### config.mk
export PLATFORM = sky130hd
export DESIGN_NAME = btn_cmd_scheduler
export DESIGN_NICKNAME = d
export VERILOG_FILES = /design/src/rtl/btn_pkg.sv /design/src/rtl/btn_cmd_scheduler_cmd_fifo.sv /design/src/rtl/btn_cmd_scheduler.sv
export SDC_FILE = /design/constraint.sdc
export NUM_CORES = 1
export LEC_CHECK = 0
export BUFFER_PORTS_ARGS = -buffer_cell sky130_fd_sc_hd__buf_2
export CORE_UTILIZATION = 24
export CTS_CLUSTER_SIZE = 10
export DETAILED_ROUTE_END_ITERATION = 10
export HOLD_SLACK_MARGIN = 0.05
export MAX_ROUTING_LAYER = met4
export PLACE_DENSITY_LB_ADDON = 0.05
export SLEW_MARGIN = 40
export SYNTH_ARGS = -nofsm -noshare
export SYNTH_HDL_FRONTEND = slang
export SYNTH_SLANG_ARGS = --single-unit
export TNS_END_PERCENT = 30
### constraint.sdc
create_clock -name clk -period 6.45 [get_ports clk]
set_input_delay 0.9675 -clock clk [delete_from_list [all_inputs] [get_ports clk]]
set_output_delay 0.9675 -clock clk [all_outputs]
set_load 0.03 [all_outputs]
### src/rtl/btn_pkg.sv
`default_nettype none
// ============================================================================
//  Module   : btn_pkg
//  Purpose  : Shared definitions for the push-button command front end:
//             button ids, repeat FSM state encoding and the command entry
//             width helper.
//  Ports    : none (package)
//  Revision : 1.0  initial release
// ============================================================================
package btn_pkg;

  // Board button ids
  localparam int BTN_CENTER = 0;
  localparam int BTN_UP     = 1;
  localparam int BTN_DOWN   = 2;
  localparam int BTN_LEFT   = 3;
  localparam int BTN_RIGHT  = 4;

  localparam int NUM_BTN_BOARD = 5;
  localparam int ID_W_BOARD    = $clog2(NUM_BTN_BOARD);

  // Command entry width for a given button count: {rpt, id}
  function automatic int cmd_w(input int num_btn);
    return $clog2(num_btn) + 1;
  endfunction

  localparam int CMD_W = cmd_w(NUM_BTN_BOARD);

  // Auto-repeat owner state
  typedef enum logic [1:0] {
    RPT_IDLE   = 2'd0,
    RPT_DELAY  = 2'd1,
    RPT_REPEAT = 2'd2
  } rpt_state_e;

endpackage
`default_nettype wire

### src/rtl/btn_cmd_scheduler_cmd_fifo.sv
`default_nettype none
// ============================================================================
//  Module   : cmd_fifo
//  Purpose  : Small synchronous FIFO holding button commands.
//             Head is presented combinationally and held stable until read.
//  Ports    : clk, rst       clock, asynchronous active-high reset
//             wr_en_i        push wr_data_i (accepted if not full, or if a
//                            read happens in the same clk)
//             rd_en_i        pop head when valid_o
//             full_o         all DEPTH entries occupied
//             valid_o        head entry present
//             rd_data_o      head entry (zero when empty)
//  Revision : 1.0  initial release
// ============================================================================
module cmd_fifo #(
  parameter  int WIDTH = 4,
  parameter  int DEPTH = 4,
  localparam int AW    = $clog2(DEPTH)
) (
  input  logic             clk,
  input  logic             rst,
  input  logic             wr_en_i,
  input  logic [WIDTH-1:0] wr_data_i,
  input  logic             rd_en_i,
  output logic             full_o,
  output logic             valid_o,
  output logic [WIDTH-1:0] rd_data_o
);

  logic [WIDTH-1:0] mem_q [DEPTH];
  // Pointers carry one extra wrap bit to tell full from empty.
  logic [AW:0]      wr_ptr_q, rd_ptr_q;
  logic             w_empty, w_do_rd, w_do_wr;

  assign w_empty = (wr_ptr_q == rd_ptr_q);
  assign full_o  = (wr_ptr_q[AW] != rd_ptr_q[AW]) &&
                   (wr_ptr_q[AW-1:0] == rd_ptr_q[AW-1:0]);
  assign valid_o = ~w_empty;

  assign w_do_rd = rd_en_i & ~w_empty;
  assign w_do_wr = wr_en_i & (~full_o | w_do_rd);

  assign rd_data_o = w_empty ? '0 : mem_q[rd_ptr_q[AW-1:0]];

  always_ff @(posedge clk or posedge rst) begin
    if (rst) begin
      wr_ptr_q <= '0;
      rd_ptr_q <= '0;
    end else begin
      if (w_do_wr) wr_ptr_q <= wr_ptr_q + (AW+1)'(1);
      if (w_do_rd) rd_ptr_q <= rd_ptr_q + (AW+1)'(1);
    end
  end

  // Storage needs no reset: contents are only visible behind the pointers.
  always_ff @(posedge clk) begin
    if (w_do_wr) mem_q[wr_ptr_q[AW-1:0]] <= wr_data_i;
  end

endmodule
`default_nettype wire

### src/rtl/btn_cmd_scheduler.sv
`default_nettype none
// ============================================================================
//  Module   : btn_cmd_scheduler
//  Purpose  : Push-button front end. Shared sample tick, 3-bit history
//             debounce/edge detect per button, single-owner auto-repeat,
//             round-robin arbitration of pending events into a command FIFO.
//  Ports    : clk, rst       clock, asynchronous active-high reset
//             btn_raw_i      raw button levels (sampled only on tick)
//             tick_o         1-clk sample enable, every 2^DIV_W clk
//             btn_level_o    debounced levels
//             cmd_valid_o    FIFO head valid
//             cmd_ready_i    consumer accepts head
//             cmd_id_o       head button id
//             cmd_rpt_o      head is an auto-repeat (0 = fresh press)
//             overflow_o     sticky: an event was merged into a pending one
//  Revision : 1.0  initial release
// ============================================================================
module btn_cmd_scheduler
  import btn_pkg::*;
#(
  parameter  int                 NUM_BTN     = 5,
  parameter  int                 DIV_W       = 17,
  parameter  logic [NUM_BTN-1:0] REPEAT_MASK = 5'b11110,
  parameter  int                 REPEAT_DLY  = 384,
  parameter  int                 REPEAT_RATE = 76,
  parameter  int                 FIFO_DEPTH  = 4,
  localparam int                 ID_W        = $clog2(NUM_BTN)
) (
  input  logic               clk,
  input  logic               rst,
  input  logic [NUM_BTN-1:0] btn_raw_i,
  output logic               tick_o,
  output logic [NUM_BTN-1:0] btn_level_o,
  output logic               cmd_valid_o,
  input  logic               cmd_ready_i,
  output logic [ID_W-1:0]    cmd_id_o,
  output logic               cmd_rpt_o,
  output logic               overflow_o
);

  localparam int ENTRY_W = cmd_w(NUM_BTN);
  localparam int CNT_MAX = (REPEAT_DLY > REPEAT_RATE) ? REPEAT_DLY : REPEAT_RATE;
  localparam int CNT_W   = $clog2(CNT_MAX + 1);

  // ---------------------------------------------------------------- divider
  logic [DIV_W-1:0] div_q;
  logic             tick_q, tick_dly_q;

  always_ff @(posedge clk or posedge rst) begin
    if (rst) begin
      div_q      <= '0;
      tick_q     <= 1'b0;
      tick_dly_q <= 1'b0;
    end else begin
      div_q      <= div_q + DIV_W'(1);
      tick_q     <= &div_q;       // registered carry-out
      tick_dly_q <= tick_q;       // edge detection runs the clk after tick
    end
  end

  assign tick_o = tick_q;

  // ------------------------------------------------------------- histories
  // hist[2] is the newest sample; hist[1] is the debounced level.
  logic [2:0]         hist_q [NUM_BTN];
  logic [NUM_BTN-1:0] w_level, w_press, w_release;

  always_ff @(posedge clk or posedge rst) begin
    if (rst) begin
      for (int i = 0; i < NUM_BTN; i++) hist_q[i] <= '0;
    end else if (tick_q) begin
      for (int i = 0; i < NUM_BTN; i++) hist_q[i] <= {btn_raw_i[i], hist_q[i][2:1]};
    end
  end

  for (genvar gi = 0; gi < NUM_BTN; gi++) begin : g_btn
    assign w_level[gi]   = hist_q[gi][1];
    assign w_press[gi]   = tick_dly_q &  hist_q[gi][1] & ~hist_q[gi][0];
    assign w_release[gi] = tick_dly_q & ~hist_q[gi][1] &  hist_q[gi][0];
  end

  assign btn_level_o = w_level;

  // ------------------------------------------------------------- repeat FSM
  rpt_state_e         st_q, st_d;
  logic [ID_W-1:0]    own_q, own_d;
  logic [CNT_W-1:0]   cnt_q, cnt_d;
  logic [NUM_BTN-1:0] w_rpt_evt;
  logic               w_new_hit;
  logic [ID_W-1:0]    w_new_id;

  // Lowest-index masked press that is not the current owner takes ownership.
  always_comb begin
    w_new_hit = 1'b0;
    w_new_id  = '0;
    for (int i = NUM_BTN - 1; i >= 0; i--) begin
      if (w_press[i] && REPEAT_MASK[i] &&
          ((st_q == RPT_IDLE) || (own_q != ID_W'(i)))) begin
        w_new_hit = 1'b1;
        w_new_id  = ID_W'(i);
      end
    end
  end

  always_ff @(posedge clk or posedge rst) begin
    if (rst) begin
      st_q  <= RPT_IDLE;
      own_q <= '0;
      cnt_q <= '0;
    end else begin
      st_q  <= st_d;
      own_q <= own_d;
      cnt_q <= cnt_d;
    end
  end

  always_comb begin
    st_d      = st_q;
    own_d     = own_q;
    cnt_d     = cnt_q;
    w_rpt_evt = '0;
    if (tick_dly_q) begin
      if (w_new_hit) begin
        st_d  = RPT_DELAY;
        own_d = w_new_id;
        cnt_d = CNT_W'(REPEAT_DLY);
      end else if (st_q != RPT_IDLE) begin
        // Release is checked before expiry so it suppresses a due repeat.
        if (w_release[own_q] || !w_level[own_q]) begin
          st_d = RPT_IDLE;
        end else if (cnt_q == CNT_W'(1)) begin
          w_rpt_evt[own_q] = 1'b1;
          cnt_d            = CNT_W'(REPEAT_RATE);
          st_d             = RPT_REPEAT;
        end else begin
          cnt_d = cnt_q - CNT_W'(1);
        end
      end
    end
  end

  // ------------------------------------------------------ pending / arbiter
  logic [NUM_BTN-1:0] pend_q, pend_d, pend_rpt_q, pend_rpt_d, w_evt, w_grant;
  logic [ID_W-1:0]    rr_q, rr_d, w_gnt_id;
  logic               w_gnt_any, ovf_q, ovf_d, w_fifo_full;

  assign w_evt = w_press | w_rpt_evt;

  always_comb begin : arbiter
    logic [ID_W:0] idx;
    w_grant   = '0;
    w_gnt_any = 1'b0;
    w_gnt_id  = '0;
    idx       = '0;
    if (!w_fifo_full) begin
      for (int k = 0; k < NUM_BTN; k++) begin
        idx = {1'b0, rr_q} + (ID_W+1)'(k);
        if (idx >= (ID_W+1)'(NUM_BTN)) idx = idx - (ID_W+1)'(NUM_BTN);
        if (!w_gnt_any && pend_q[idx[ID_W-1:0]]) begin
          w_gnt_any = 1'b1;
          w_gnt_id  = idx[ID_W-1:0];
        end
      end
    end
    if (w_gnt_any) w_grant[w_gnt_id] = 1'b1;
  end

  always_comb begin
    rr_d = rr_q;
    if (w_gnt_any) rr_d = (w_gnt_id == ID_W'(NUM_BTN - 1)) ? '0 : w_gnt_id + ID_W'(1);
  end

  // A new event on a still-ungranted pending bit is merged (overflow);
  // a press always clears the repeat flag.
  always_comb begin
    pend_d     = pend_q;
    pend_rpt_d = pend_rpt_q;
    ovf_d      = ovf_q;
    for (int i = 0; i < NUM_BTN; i++) begin
      if (w_evt[i]) begin
        if (pend_q[i] && !w_grant[i]) begin
          ovf_d         = 1'b1;
          pend_rpt_d[i] = pend_rpt_q[i] & ~w_press[i];
        end else begin
          pend_rpt_d[i] = ~w_press[i];
        end
        pend_d[i] = 1'b1;
      end else if (w_grant[i]) begin
        pend_d[i] = 1'b0;
      end
    end
  end

  always_ff @(posedge clk or posedge rst) begin
    if (rst) begin
      pend_q     <= '0;
      pend_rpt_q <= '0;
      rr_q       <= '0;
      ovf_q      <= 1'b0;
    end else begin
      pend_q     <= pend_d;
      pend_rpt_q <= pend_rpt_d;
      rr_q       <= rr_d;
      ovf_q      <= ovf_d;
    end
  end

  assign overflow_o = ovf_q;

  // ------------------------------------------------------------------ FIFO
  logic [ENTRY_W-1:0] w_head;

  cmd_fifo #(
    .WIDTH (ENTRY_W),
    .DEPTH (FIFO_DEPTH)
  ) u_cmd_fifo (
    .clk       (clk),
    .rst       (rst),
    .wr_en_i   (w_gnt_any),
    .wr_data_i ({pend_rpt_q[w_gnt_id], w_gnt_id}),
    .rd_en_i   (cmd_ready_i),
    .full_o    (w_fifo_full),
    .valid_o   (cmd_valid_o),
    .rd_data_o (w_head)
  );

  assign cmd_rpt_o = w_head[ID_W];
  assign cmd_id_o  = w_head[ID_W-1:0];

endmodule
`default_nettype wire

### Word-level counts from Yosys, hierarchy flattened

Memory sizes are Yosys's and may differ from the RTL's.
Cells that the tools add are included.

| word-level totals | value |
|---|---|
| input bits | 8 |
| bits in registers | 68 |
| output and inout bits | 12 |
| bits in writable memories | 16 |
| memories | 1 |

Memories:

| memory | depth | bits a word | read ports | clocked after memory_dff | write ports | line | text |
|---|---|---|---|---|---|---|---|
| u_cmd_fifo.mem_q | 4 | 4 | 1 | 0 | 1 | btn_cmd_scheduler_cmd_fifo.sv:30 | `logic [WIDTH-1:0] mem_q [DEPTH];` |

| cells by class | value |
|---|---|
| $add $sub $neg | 14 |
| mux-type cells | 97 |
| bitwise gates (word level) | 46 |
| order comparisons | 14 |
| equal/unequal tests | 10 |
| reduce and logical (&&, ||, !) cells | 44 |

Operator list:

| kind | number |
|---|---|
| 2-to-1 mux 3 bit | 21 |
| 2-to-1 mux 1 bit | 51 |
| 2-to-1 mux 9 bit | 4 |
| 2-to-1 mux 5 bit | 6 |
| less-than comparator 3 x 4 -> 1 bit, second input constant | 7 |
| bitwise AND 1 bit | 27 |
| binary-select mux 1 bit (select 3 bit) | 8 |
| adder 17 x 1 -> 17 bit, second input constant | 1 |
| inverter 1 bit | 17 |
| AND reduction 17 bit | 1 |
| greater-or-equal comparator 4 x 3 -> 1 bit, second input constant | 4 |
| logical AND 1 bit | 16 |
| subtractor 3 bit, second input constant | 5 |
| nonzero test 2 bit | 7 |
| logical NOT 1 bit | 10 |
| adder 3 x 1 -> 3 bit, second input constant | 3 |
| == test 9 x 1 -> 1 bit, second input constant | 1 |
| subtractor 9 x 1 -> 9 bit, second input constant | 1 |
| adder 3 x 2 -> 4 bit, second input constant | 2 |
| 2-to-1 mux 2 bit | 4 |
| demux 1 bit (select 3 bit) | 2 |
| greater-or-equal comparator 3 x 1 -> 1 bit, second input constant | 2 |
| != test 3 x 2 -> 1 bit, second input constant | 2 |
| AND reduction 3 bit | 2 |
| 17 further kinds | 21 |

### Depth between registers and ports, before layout

Gate-level depths: netlist of the first run.

| logic depth | value |
|---|---|
| word-level depth | 40 |
| depth in mapped cells | 18 |
| gate-level depth less buffers | 16 |

### Hierarchy

A second synthesis of the first run with hierarchy kept.

| second synthesis, totals | value |
|---|---|
| cells, all modules | 539 |
| area total of the unflattened synthesis | 5308.8 µm² |

Modules (own cells, without submodules):

| module | area each (µm²) | cells each | times used |
|---|---|---|---|
| btn_cmd_scheduler | 4252.8 | 477 | 1 |
| cmd_fifo | 1056.0 | 62 | 1 |

### Worst setup path after synthesis of the first run

No wires, ideal clock.

| path | value |
|---|---|
| kind | flip-flop to flip-flop |
| start | register rr_q[1] |
| end | register ovf_q, in the netlist overflow_o |
| data arrival time | 3.800 ns |
| stages on the path, launching flop included | 16 |
| data required time | 6.319 ns |
| buffers on the path | 2 |
| setup time | 0.131 ns |
| period minus slack after synthesis | 3.931 ns |
| setup slack | 2.519 ns |
| path through | dfrtp_1 > clkbuf_1 > inv_1 > ha_1 > ha_1 > buf_2 > a211oi_1 > o31a_1 > a221o_1 > or4_1 > a41o_1 > o221ai_4 > inv_2 > o21ai_2 > nor2_1 > or3_1 |

| between the ends | value |
|---|---|
| word-level cells in the longest chain between the ends | 40 |
| elaborated cells on any way between the ends | 84 |

RTL lines:

| what | line | text |
|---|---|---|
| start: declaration | btn_cmd_scheduler.sv:144 | `logic [ID_W-1:0] rr_q, rr_d, w_gnt_id;` |
| start signal: assignment | btn_cmd_scheduler.sv:203 | `rr_q <= rr_d;` |
| parallel branches: the longest is 21 deep, another holds adder 3 x 1 -> 4 bit | n/a |  |
| 2-to-1 mux 3 bit (*) | btn_cmd_scheduler.sv:159 | `if (!w_gnt_any && pend_q[idx[ID_W-1:0]]) begin` |
| 2-to-1 mux 3 bit (*) | btn_cmd_scheduler.sv:155 | `if (!w_fifo_full) begin` |
| via u_cmd_fifo.wr_data_i[0] | btn_cmd_scheduler_cmd_fifo.sv:23 | `input logic [WIDTH-1:0] wr_data_i,` |
| less-than comparator 3 x 4 -> 1 bit (implied by the code) / greater-or-equal comparator 3 x 1 -> 1 bit (equally long branches) | btn_cmd_scheduler.sv:165 | `if (w_gnt_any) w_grant[w_gnt_id] = 1'b1;` |
| logical AND 1 bit (implied by the code) | btn_cmd_scheduler.sv:165 |  |
| 2-to-1 mux 1 bit (implied by the code) | btn_cmd_scheduler.sv:165 |  |
| demux 1 bit (select 3 bit) (*) | btn_cmd_scheduler.sv:165 |  |
| (+6 left out) | n/a |  |
| 2-to-1 mux 1 bit | btn_cmd_scheduler.sv:180 | `if (w_evt[i]) begin` |
| 2-to-1 mux 1 bit | btn_cmd_scheduler.sv:181 | `if (pend_q[i] && !w_grant[i]) begin` |
| 2-to-1 mux 1 bit | btn_cmd_scheduler.sv:180 |  |
| 2-to-1 mux 1 bit | btn_cmd_scheduler.sv:181 |  |
| 2-to-1 mux 1 bit | btn_cmd_scheduler.sv:180 |  |
| 2-to-1 mux 1 bit | btn_cmd_scheduler.sv:181 |  |
| 2-to-1 mux 1 bit (*) | btn_cmd_scheduler.sv:180 |  |
| via ovf_d | btn_cmd_scheduler.sv:145 | `logic w_gnt_any, ovf_q, ovf_d, w_fifo_full;` |
| end signal: assignment | btn_cmd_scheduler.sv:204 | `ovf_q <= ovf_d;` |
| end: declaration | btn_cmd_scheduler.sv:145 |  |

Mark *: on every way through the listed nets, which the timed path passes. The select of a mux whose other input is x is not followed.
A chain may end at the register's enable or synchronous reset.

### Worst setup path after layout of the first run

| path | value |
|---|---|
| start | register rr_q[1] |
| end | memory u_cmd_fifo.mem_q[2][3], data pin |

| between the ends | value |
|---|---|
| word-level cells in the longest chain between the ends | 25 |
| elaborated cells on any way between the ends | 58 |

RTL lines:

| what | line | text |
|---|---|---|
| parallel branches: the longest is 21 deep, another holds adder 3 x 1 -> 4 bit | n/a |  |
| 2-to-1 mux 3 bit (*) | btn_cmd_scheduler.sv:159 |  |
| 2-to-1 mux 3 bit (*) | btn_cmd_scheduler.sv:155 |  |
| via u_cmd_fifo.wr_data_i[1] | btn_cmd_scheduler_cmd_fifo.sv:23 |  |
| binary-select mux 1 bit (select 3 bit) (*) | btn_cmd_scheduler.sv:220 | `.wr_data_i ({pend_rpt_q[w_gnt_id], w_gnt_id}),` |
| 2-to-1 mux 1 bit (implied by the code) (*) | btn_cmd_scheduler.sv:220 |  |
| via u_cmd_fifo.wr_data_i[3] | btn_cmd_scheduler_cmd_fifo.sv:23 |  |
| end: declaration | btn_cmd_scheduler_cmd_fifo.sv:30 |  |

Marked as above.

==> results of run 1 <==
worst register-to-register path, delay by kind of cell (launching register included):
| kind | cells | cell delay, ns |
|---|---|---|
| multiplexers | 2 | 0.89 |
| adder cells (fa/ha/maj) | 1 | 0.65 |
| buffers and inverters | 2 | 0.45 |
| AO/OA/AOI/OAI | 6 | 1.39 |
| AND/OR/NAND/NOR | 1 | 0.30 |
| flip-flops | 1 | 0.65 |
Yosys cell counts, drive strengths merged (11+ instances only):
library cell / number
a21oi: 29
buf: 11
clkbuf: 16
dfrtp: 68
edfxtp: 16
ha: 19
inv: 26
mux2: 18
nand2: 43
nand3: 12
nor2: 48
nor2b: 12
nor3: 14
o21ai: 26
xnor2: 16
power groups by stage:
stage                     registers, mW  clock network, mW  logic (mW)
after floorplan                   0.549                  0     0.00625
after global placement            0.549                  0      0.0125
after detailed placement          0.549                  0      0.0128
after CTS                         0.538              0.526      0.0130
after global routing              0.538              0.544      0.0142
final                             0.539              0.500      0.0118
metrics by stage:
step | hold WS, ns | worst slack (ns)
detailed placement | 0.447 | 1.92
finish | 0.453 | 1.92
global placement | 0.443 | 2.06
global route | 0.492 | 1.40
CTS | 0.456 | 1.89
floorplan | 0.421 | 2.52
layout make-up:
type,count,area (sq um)
Inverter,26,97.6
Sequential cell,84,2180
Tap cell,270,338
Clock inverter,7,57.6
Clock buffer,9,225
Multi-Input combinational cell,379,2680
Timing Repair Buffer,23,129
Fill cell,2200,14800
logic make-up (layout without fill, tap and decap cells):
kind of cell,Yosys count,count (layout)
DFF,84,84
and+or+nand+nor,189,189
muxes,31,31
AOI/OAI and AO/OA,114,114
xor gates and xnor gates,25,25
adders and majority gates,20,20
buffers and inverters,53,65
flip-flops by register name, indices dropped and copies added (netlist names), 2 cells and up:
signal               flops
u_cmd_fifo.mem_q        16
btn_level_o              5
u_cmd_fifo.rd_ptr_q      3
rr_q                     3
hist_q                  10
own_q                    3
div_q                   17
pend_q                   5
u_cmd_fifo.wr_ptr_q      3
cnt_q                    9
pend_rpt_q               5
st_q                     2
path summary, 6_finish.rpt:
path | slack [ns] | to | depth (start not counted) | start
setup reg to reg | 1.92 | u_cmd_fifo.mem_q[2][3] | 12 | rr_q[1]
hold / removal | 0.45 | div_q[0] | 1 | div_q[0]
max in group asynchronous | 5.16 | div_q[6] | 3 | rst
hold reg to reg | 0.45 | div_q[0] | 1 | div_q[0]
setup / recovery | 1.92 | u_cmd_fifo.mem_q[2][3] | 12 | rr_q[1]
min in group asynchronous | 0.77 | u_cmd_fifo.rd_ptr_q[2] | 3 | rst
routing by layer:
layer  share of wire, %  track usage [%]  routed length (um)
met1                 49             16.9                6310
met2                 46             19.8                5960
met4                1.9             4.69                 238
met5                  0                -                   0
met3                2.5             2.19                 320
==> results.json, run 1 <==
{
  "outcome": "finished clean",
  "cp_top_family": "compound AO/OA/AOI/OAI gates",
  "critical_path.max_stage_delay_ns": 0.65,
  "leakage_nw": 2.41,
  "antenna_left": 0,
  "fmax_mhz": 221,
  "synth_area_sq_um": 5100,
  "synth-simple-area-share_pct": 19.4,
  "die_area_sq_um": 21800,
  "drt-initial-drc-count": 176,
  "switchingPower_uw": 243,
  "synth_top_area_cell": "dfrtp_1",
  "cts_sinks": 84,
  "crit_type": "reg -> reg",
  "powerDensity_nw_per_um2": 184,
  "cts_hold_buf": 0,
  "die_w_um": 148,
  "combPwrFrac_pct": 1.1,
  "overflow": 0,
  "grt_max_degree": 69,
  "cts_htree_levels": 3,
  "period_needed_ns": 4.53,
  "syn_nets": 544,
  "path_max_fanout": 14,
  "seq_power_share_pct": 51.3,
  "path_common_cell": "inv_1",
  "power.total_mw": 1.05,
  "syn_area_per_cell_sq_um": 9.89,
  "ys_seq_area_share_pct": 42.8,
  "worstSkewPairLatency_ns": 0.35,
  "routed_wl_um": 12800,
  "synth-adder-area-share_pct": 5.05,
  "wl_per_cell_um": 16.1,
  "synth_edf_count": 16,
  "cts_tree": "done",
  "clock_path_buffers": 2,
  "vias_per_cell": 4.72,
  "nNetsFinal": 551,
  "final_area_sq_um": 5710,
  "setup_viol": 0,
  "dp_cells": 782,
  "crit_buf_inv": 2,
  "ys_ff_latch": 84,
  "peakVddDrop_mv": 0.111,
  "worst_slew_pin_slew_ns": 0.702,
  "cpMaxStageDelayCell": "dfrtp_1",
  "post_cts_buffers": 0,
  "grt_use_total_pct": 12.9,
  "path_cells": "inv_1 > ha_1 > mux2_2 > mux4_2 > a2bb2oi_1 > o21ai_0 > o2111a_1 > o211ai_2 > inv_1 > nor2_1 > a22oi_1 > a21oi_1",
  "worstSetupEndpointType": "flip-flop",
  "remaining_drc_errors": 0,
  "final_cells": 798,
  "slew_viol_final": 0,
  "final_layout_size_suffix_gt1_share_pct": 16.3,
  "max-cap-violations": 0,
  "grt_pass1_wl_um": 21200,
  "swShare_pct": 23.1,
  "layout_common_cells": "dfrtp_1 (68), nor2_1 (48), nand2_1 (41), a21oi_1 (29), o21ai_0 (24)",
  "synth_xor_area_share_pct": 4.29,
  "synth_top_family_by_area": "simple AND/OR/NAND/NOR gates",
  "hold_violations": 0,
  "grt_antenna_before_repair": 0,
  "slew_headroom_pct": 53.2,
  "synth_top_area_share_pct": 33.3,
  "cts_buffers": 9,
  "fin_crit_sh_pct": 70.2,
  "grt_pass1_vias": 3831,
  "firstDrtPassIters": 4,
  "p_int_uw": 807,
  "clk_pin_slew_ns": 0.07,
  "globalplace.congestion": 0.759,
  "synth_cell_type_count": 77,
  "async_flop_share_pct": 81.0,
  "rows": 52,
  "n_antenna_cell": 0,
  "cp_data_required_time_ns": 6.59,
  "syn-instance-count": 516,
  "cts_root_buf": "clkbuf_16",
  "synth_area_leaders": "dfrtp_1 (33%), edfxtp_1 (9.4%), ha_1 (4.7%), mux2_2 (3.8%), nor2_1 (3.5%)",
  "ys.flop_type": "dfrtp_1",
  "synth_compound_area_share_pct": 15.5,
  "die_y_um": 148,
  "io_buffers": 19,
  "skew_ns": 0.0107,
  "ios": 20,
  "synthMuxAreaShare_pct": 8.31,
  "core_area_sq_um": 20600,
  "mostFrequentLayoutCell": "dfrtp_1",
  "cp.arrival_ns": 4.68,
  "cts_resized": 0,
  "ys_warn_count": 0,
  "utilization_pct": 27.8,
  "start_kind": "flip-flop",
  "rsz0062_at_grt": "no",
  "clock_power_share_pct": 47.6,
  "vias": 3766,
  "dp.final_hpwl_um": 9120,
  "hp-class": "reg -> reg",
  "initial_core_util_pct": 24.8,
  "finalSetupTns_ns": 0,
  "placed_cell_area_sq_um": 5430,
  "synthToLayoutAreaGrowth_pct": 11.9
}
Power figures use the tool's default switching activity.
==> run 2, diff against run 1 <==
Clock period 6.45 ns to 4.68 ns, I/O delays scaled along.
==> results.json, run 2 (synthesis gave the netlist of run 1 again) <==
{
  "outcome": "finished clean",
  "grt_use_total_pct": 12.8,
  "dp_cells": 785,
  "nNetsFinal": 554,
  "cts_hold_buf": 0,
  "rsz0062_at_grt": "no",
  "period_needed_ns": 4.13,
  "cts_resized": 0,
  "drt-initial-drc-count": 228,
  "cp_data_required_time_ns": 4.90,
  "slew_viol_final": 0,
  "synthToLayoutAreaGrowth_pct": 12.2,
  "finalWorstSetupSlack_ns": 0.553,
  "hold_violations": 0,
  "path_max_fanout": 16,
  "grt_pass1_wl_um": 21000,
  "clk_pin_slew_ns": 0.06,
  "seq_power_share_pct": 52.0,
  "cts_htree_levels": 3,
  "clock_power_share_pct": 46.9,
  "dp.final_hpwl_um": 9290,
  "worst_slew_pin_slew_ns": 0.773,
  "remaining_drc_errors": 0,
  "wl_per_cell_um": 16.0,
  "slew_headroom_pct": 48.0,
  "antenna_left": 0,
  "vias": 3780,
  "final_area_sq_um": 5720,
  "die_w_um": 148,
  "hold-worst-slack_ns": 0.397,
  "max-cap-violations": 0,
  "globalplace.congestion": 0.751,
  "peakVddDrop_mv": 0.165,
  "rows": 52,
  "ios": 20,
  "grt_antenna_before_repair": 0,
  "start_kind": "flip-flop",
  "clock_path_buffers": 2,
  "utilization_pct": 27.8,
  "fmax_mhz": 242,
  "n_antenna_cell": 0,
  "cts_buffers": 9,
  "final_layout_size_suffix_gt1_share_pct": 16.6,
  "grt_max_degree": 47,
  "post_cts_buffers": 0,
  "worstSkewPairLatency_ns": 0.34,
  "leakage_nw": 2.42,
  "timing.reg2reg.setup_slack_ns": 0.55,
  "setup_viol": 0,
  "finalSetupTns_ns": 0,
  "placed_cell_area_sq_um": 5450,
  "worstSetupEndpointType": "flip-flop",
  "switchingPower_uw": 322,
  "mostFrequentLayoutCell": "dfrtp_1",
  "path_cells": "ha_1 > inv_1 > a31oi_1 > xnor2_1 > mux2i_1 > and3_1 > o2111ai_1 > a221oi_4 > nand2b_1 > o221ai_1 > or3_1",
  "die_y_um": 148,
  "cp.arrival_ns": 4.35,
  "p_int_mw": 1.11,
  "regMostFlops": "div_q",
  "die_area_sq_um": 21800,
  "fill_cells": 2192,
  "critical_path.max_stage_delay_ns": 0.69,
  "cts_sinks": 84,
  "combPwrFrac_pct": 1.1,
  "io_buffers": 19,
  "layout_common_cells": "dfrtp_1 (68), nor2_1 (48), nand2_1 (41), a21oi_1 (29), o21ai_0 (24)",
  "largest_reg_flops": 17,
  "routed_wl_um": 12800,
  "core_area_sq_um": 20600,
  "initial_core_util_pct": 24.8,
  "cpMaxStageDelayCell": "dfrtp_1",
  "vias_per_cell": 4.72,
  "firstDrtPassIters": 4,
  "regArea_sq_um": 2180,
  "post-place-ws_ns": 0.537,
  "fin_crit_sh_pct": 88.2,
  "power.total_mw": 1.43,
  "final_cells": 801,
  "grt_pass1_vias": 3765,
  "overflow": 0,
  "cts_root_buf": "clkbuf_16",
  "skew_ns": 0.0117,
  "swShare_pct": 22.6,
  "multiInputGateArea_sq_um": 2680,
  "powerDensity_nw_per_um2": 250,
  "crit_type": "reg -> reg",
  "cts_tree": "done",
  "hp-class": "in -> async"
}
[run 2: cell types whose count changed in the layout (fill, tap and decap cells not counted)]
cell,change
clkinvlp_4,+2
inv_6,-1
buf_4,+4
buf_6,-1
clkinv_4,-2
clkinv_1,+1
[run 2: final timing paths]
path | startpoint | to | cells past startpoint
min in group clk | div_q[0] | div_q[0] | 1
hold / removal | rst | u_cmd_fifo.wr_ptr_q[2] | 2
hold reg to reg | div_q[0] | div_q[0] | 1
max in group asynchronous | rst | cnt_q[6] | 3
setup / recovery | rr_q[2] | overflow_o | 11
setup reg to reg | rr_q[2] | overflow_o | 11
[run 2: cell type report]
| type | count | share of cell area [%] |
|---|---|---|
| tap | 270 | 5.90 |
| inverter | 26 | 1.71 |
| sequential | 84 | 38.1 |
| clock inverter | 7 | 0.875 |
| multi-input combinational | 379 | 46.9 |
| clock buffer | 9 | 3.94 |
| timing repair buffer | 26 | 2.58 |
[run 2: critical path: cells and delay by family, from the launching register on]
kind,cells,cell delay [ns]
xor+xnor,1,0.26
compound gates,4,1.10
mux,1,0.30
buf+inv,1,0.08
simple gates,3,0.98
flops,1,0.69
fa+ha+maj,1,0.57
[run 2: per-layer routing]
metal / share of wire, % / vias up / global-route usage [%]
met3: 2.3 / 8 / 2.13
met4: 0.97 / 0 / 3.87
met2: 46 / 56 / 20.2
li1: - / 1875 / -
met1: 50 / 1841 / 16.8
met5: 0 / - / -
[run 2: power groups by stage]
| stage | clock (mW) | combinational, mW | sequential [mW] |
|---|---|---|---|
| 2_1_floorplan | 0 | 0.00861 | 0.757 |
| 3_3_place_gp | 0 | 0.0172 | 0.757 |
| 3_5_place_dp | 0 | 0.0173 | 0.757 |
| 4_1_cts | 0.700 | 0.0174 | 0.742 |
| 5_1_grt | 0.727 | 0.0193 | 0.742 |
| 6_report | 0.671 | 0.0157 | 0.743 |
==> run 3, diff against run 2 <==
Settings changed: CTS_CLUSTER_SIZE 10 to 20, PLACE_DENSITY set to 0.34, PLACE_DENSITY_LB_ADDON 0.05 to unset.
==> results.json, run 3 (synthesis gave the netlist of run 1 again) <==
{
  "mostFrequentLayoutCell": "dfrtp_1",
  "remaining_drc_errors": 0,
  "rsz0062_at_grt": "no",
  "hold_violations": 0,
  "antenna_left": 0,
  "finalWorstSetupSlack_ns": 0.590,
  "firstDrtPassIters": 5,
  "hp-class": "in -> async",
  "die_area_sq_um": 21800,
  "skew_ns": 0.00995,
  "grt_use_total_pct": 12.4,
  "die_y_um": 148,
  "core_area_sq_um": 20600,
  "final_layout_size_suffix_gt1_share_pct": 16.6,
  "worstSetupEndpointType": "flip-flop",
  "fmax_mhz": 244,
  "finalSetupTns_ns": 0,
  "ios": 20,
  "wl_met3_um": 290,
  "clock_path_buffers": 2,
  "grt_pass1_wl_um": 20500,
  "cp.arrival_ns": 4.31,
  "drt-initial-drc-count": 184,
  "slew_headroom_pct": 52.9,
  "die_w_um": 148,
  "cts_root_buf": "clkbuf_16",
  "wl_per_cell_um": 15.4,
  "top_layer": "met4",
  "cts_htree_levels": 3,
  "setup_viol": 0,
  "powerDensity_nw_per_um2": 258,
  "grt_pass1_vias": 3882,
  "hold-worst-slack_ns": 0.437,
  "post-place-ws_ns": 0.606,
  "clk_pin_slew_ns": 0.07,
  "final_area_sq_um": 5740,
  "slew_viol_final": 0,
  "rows": 52,
  "cts_tree": "done",
  "initial_core_util_pct": 24.8,
  "overflow": 0,
  "grt_antenna_before_repair": 0,
  "crit_type": "reg -> reg",
  "layout_common_cells": "dfrtp_1 (68), nor2_1 (48), nand2_1 (41), a21oi_1 (29), o21ai_0 (24)",
  "vias_per_cell": 4.66,
  "start_kind": "flip-flop",
  "worst_slew_pin_slew_ns": 0.707,
  "wl_met1_um": 6060,
  "grt_max_degree": 40,
  "placed_cell_area_sq_um": 5440,
  "n_antenna_cell": 0,
  "routed_wl_um": 12300,
  "utilization_pct": 27.9,
  "power.total_mw": 1.48,
  "cts_hold_buf": 0,
  "fill_cells": 2204,
  "outcome": "finished clean",
  "largest_reg_flops": 17,
  "dp.final_hpwl_um": 8970,
  "max-cap-violations": 0,
  "globalplace.congestion": 0.767,
  "leakage_nw": 2.44,
  "path_max_fanout": 16,
  "worstSkewPairLatency_ns": 0.35,
  "dp_cells": 784,
  "cts_sinks": 84,
  "cts_buffers": 9,
  "regMostFlops": "div_q",
  "period_needed_ns": 4.09,
  "cp_data_required_time_ns": 4.90,
  "synthToLayoutAreaGrowth_pct": 12.5,
  "nNetsFinal": 553,
  "fin_crit_sh_pct": 87.4,
  "cts_resized": 0,
  "final_cells": 800,
  "post_cts_buffers": 0,
  "peakVddDrop_mv": 0.245,
  "vias": 3726,
  "wl_met2_um": 5750,
  "io_buffers": 19
}
[run 3: changes by cell type in the layout (fill, tap and decap cells not counted)]
| cell | previous run | this run |
|---|---|---|
| buf_4 | 7 | 6 |
| bufinv_16 | 0 | 1 |
| clkinv_1 | 2 | 1 |
| clkinv_4 | 0 | 2 |
| clkinvlp_4 | 3 | 0 |
| inv_6 | 1 | 2 |
| inv_8 | 1 | 0 |
| clkinv_2 | 0 | 1 |
[run 3: worst max-delay path: stages, from the launching register on]
cell       delay, ns
dfrtp_1         0.66
inv_1           0.09
ha_1            0.46
a31o_1          0.30
o31a_1          0.30
a221o_1         0.29
o21ai_0         0.32
o2111ai_1       0.22
a221oi_4        0.58
nand2b_1        0.22
o221ai_1        0.12
or3_1           0.38
[run 3: final cells by class]
| type | count | area [sq um] | share of cell area (%) |
|---|---|---|---|
| Clock buffer | 9 | 225 | 3.92 |
| Clock inverter | 7 | 73.8 | 1.29 |
| Inverter | 26 | 97.6 | 1.70 |
| Multi-Input combinational cell | 379 | 2680 | 46.7 |
| Sequential cell | 84 | 2180 | 38.0 |
| Tap cell | 270 | 338 | 5.89 |
| Timing Repair Buffer | 25 | 140 | 2.44 |
[run 3: final timing paths]
| path | startpoint | to | slack, ns | cells after the start |
|---|---|---|---|---|
| max | rr_q[2] | overflow_o | 0.59 | 11 |
| min | rst | div_q[4] | 0.44 | 2 |
| max reg2reg | rr_q[2] | overflow_o | 0.59 | 11 |
| min reg2reg | div_q[0] | div_q[0] | 0.46 | 1 |
| max in group asynchronous | rst | cnt_q[4] | 3.25 | 3 |
| min in group clk | div_q[0] | div_q[0] | 0.46 | 1 |
[run 3: per-layer routing]
metal  vias to the layer above  track usage (%)
li1                       1865                -
met1                      1812             15.7
met2                        36             19.8
met3                        13             2.07
met4                         0             4.79
met5                         -                -
[run 3: where the power goes]
group	internal, mW	leakage (nW)	switching, mW
registers	0.743	1.05	0
clock network	0.416	0.148	0.307
logic	0.00266	1.24	0.0127
total	1.16	2.44	0.320
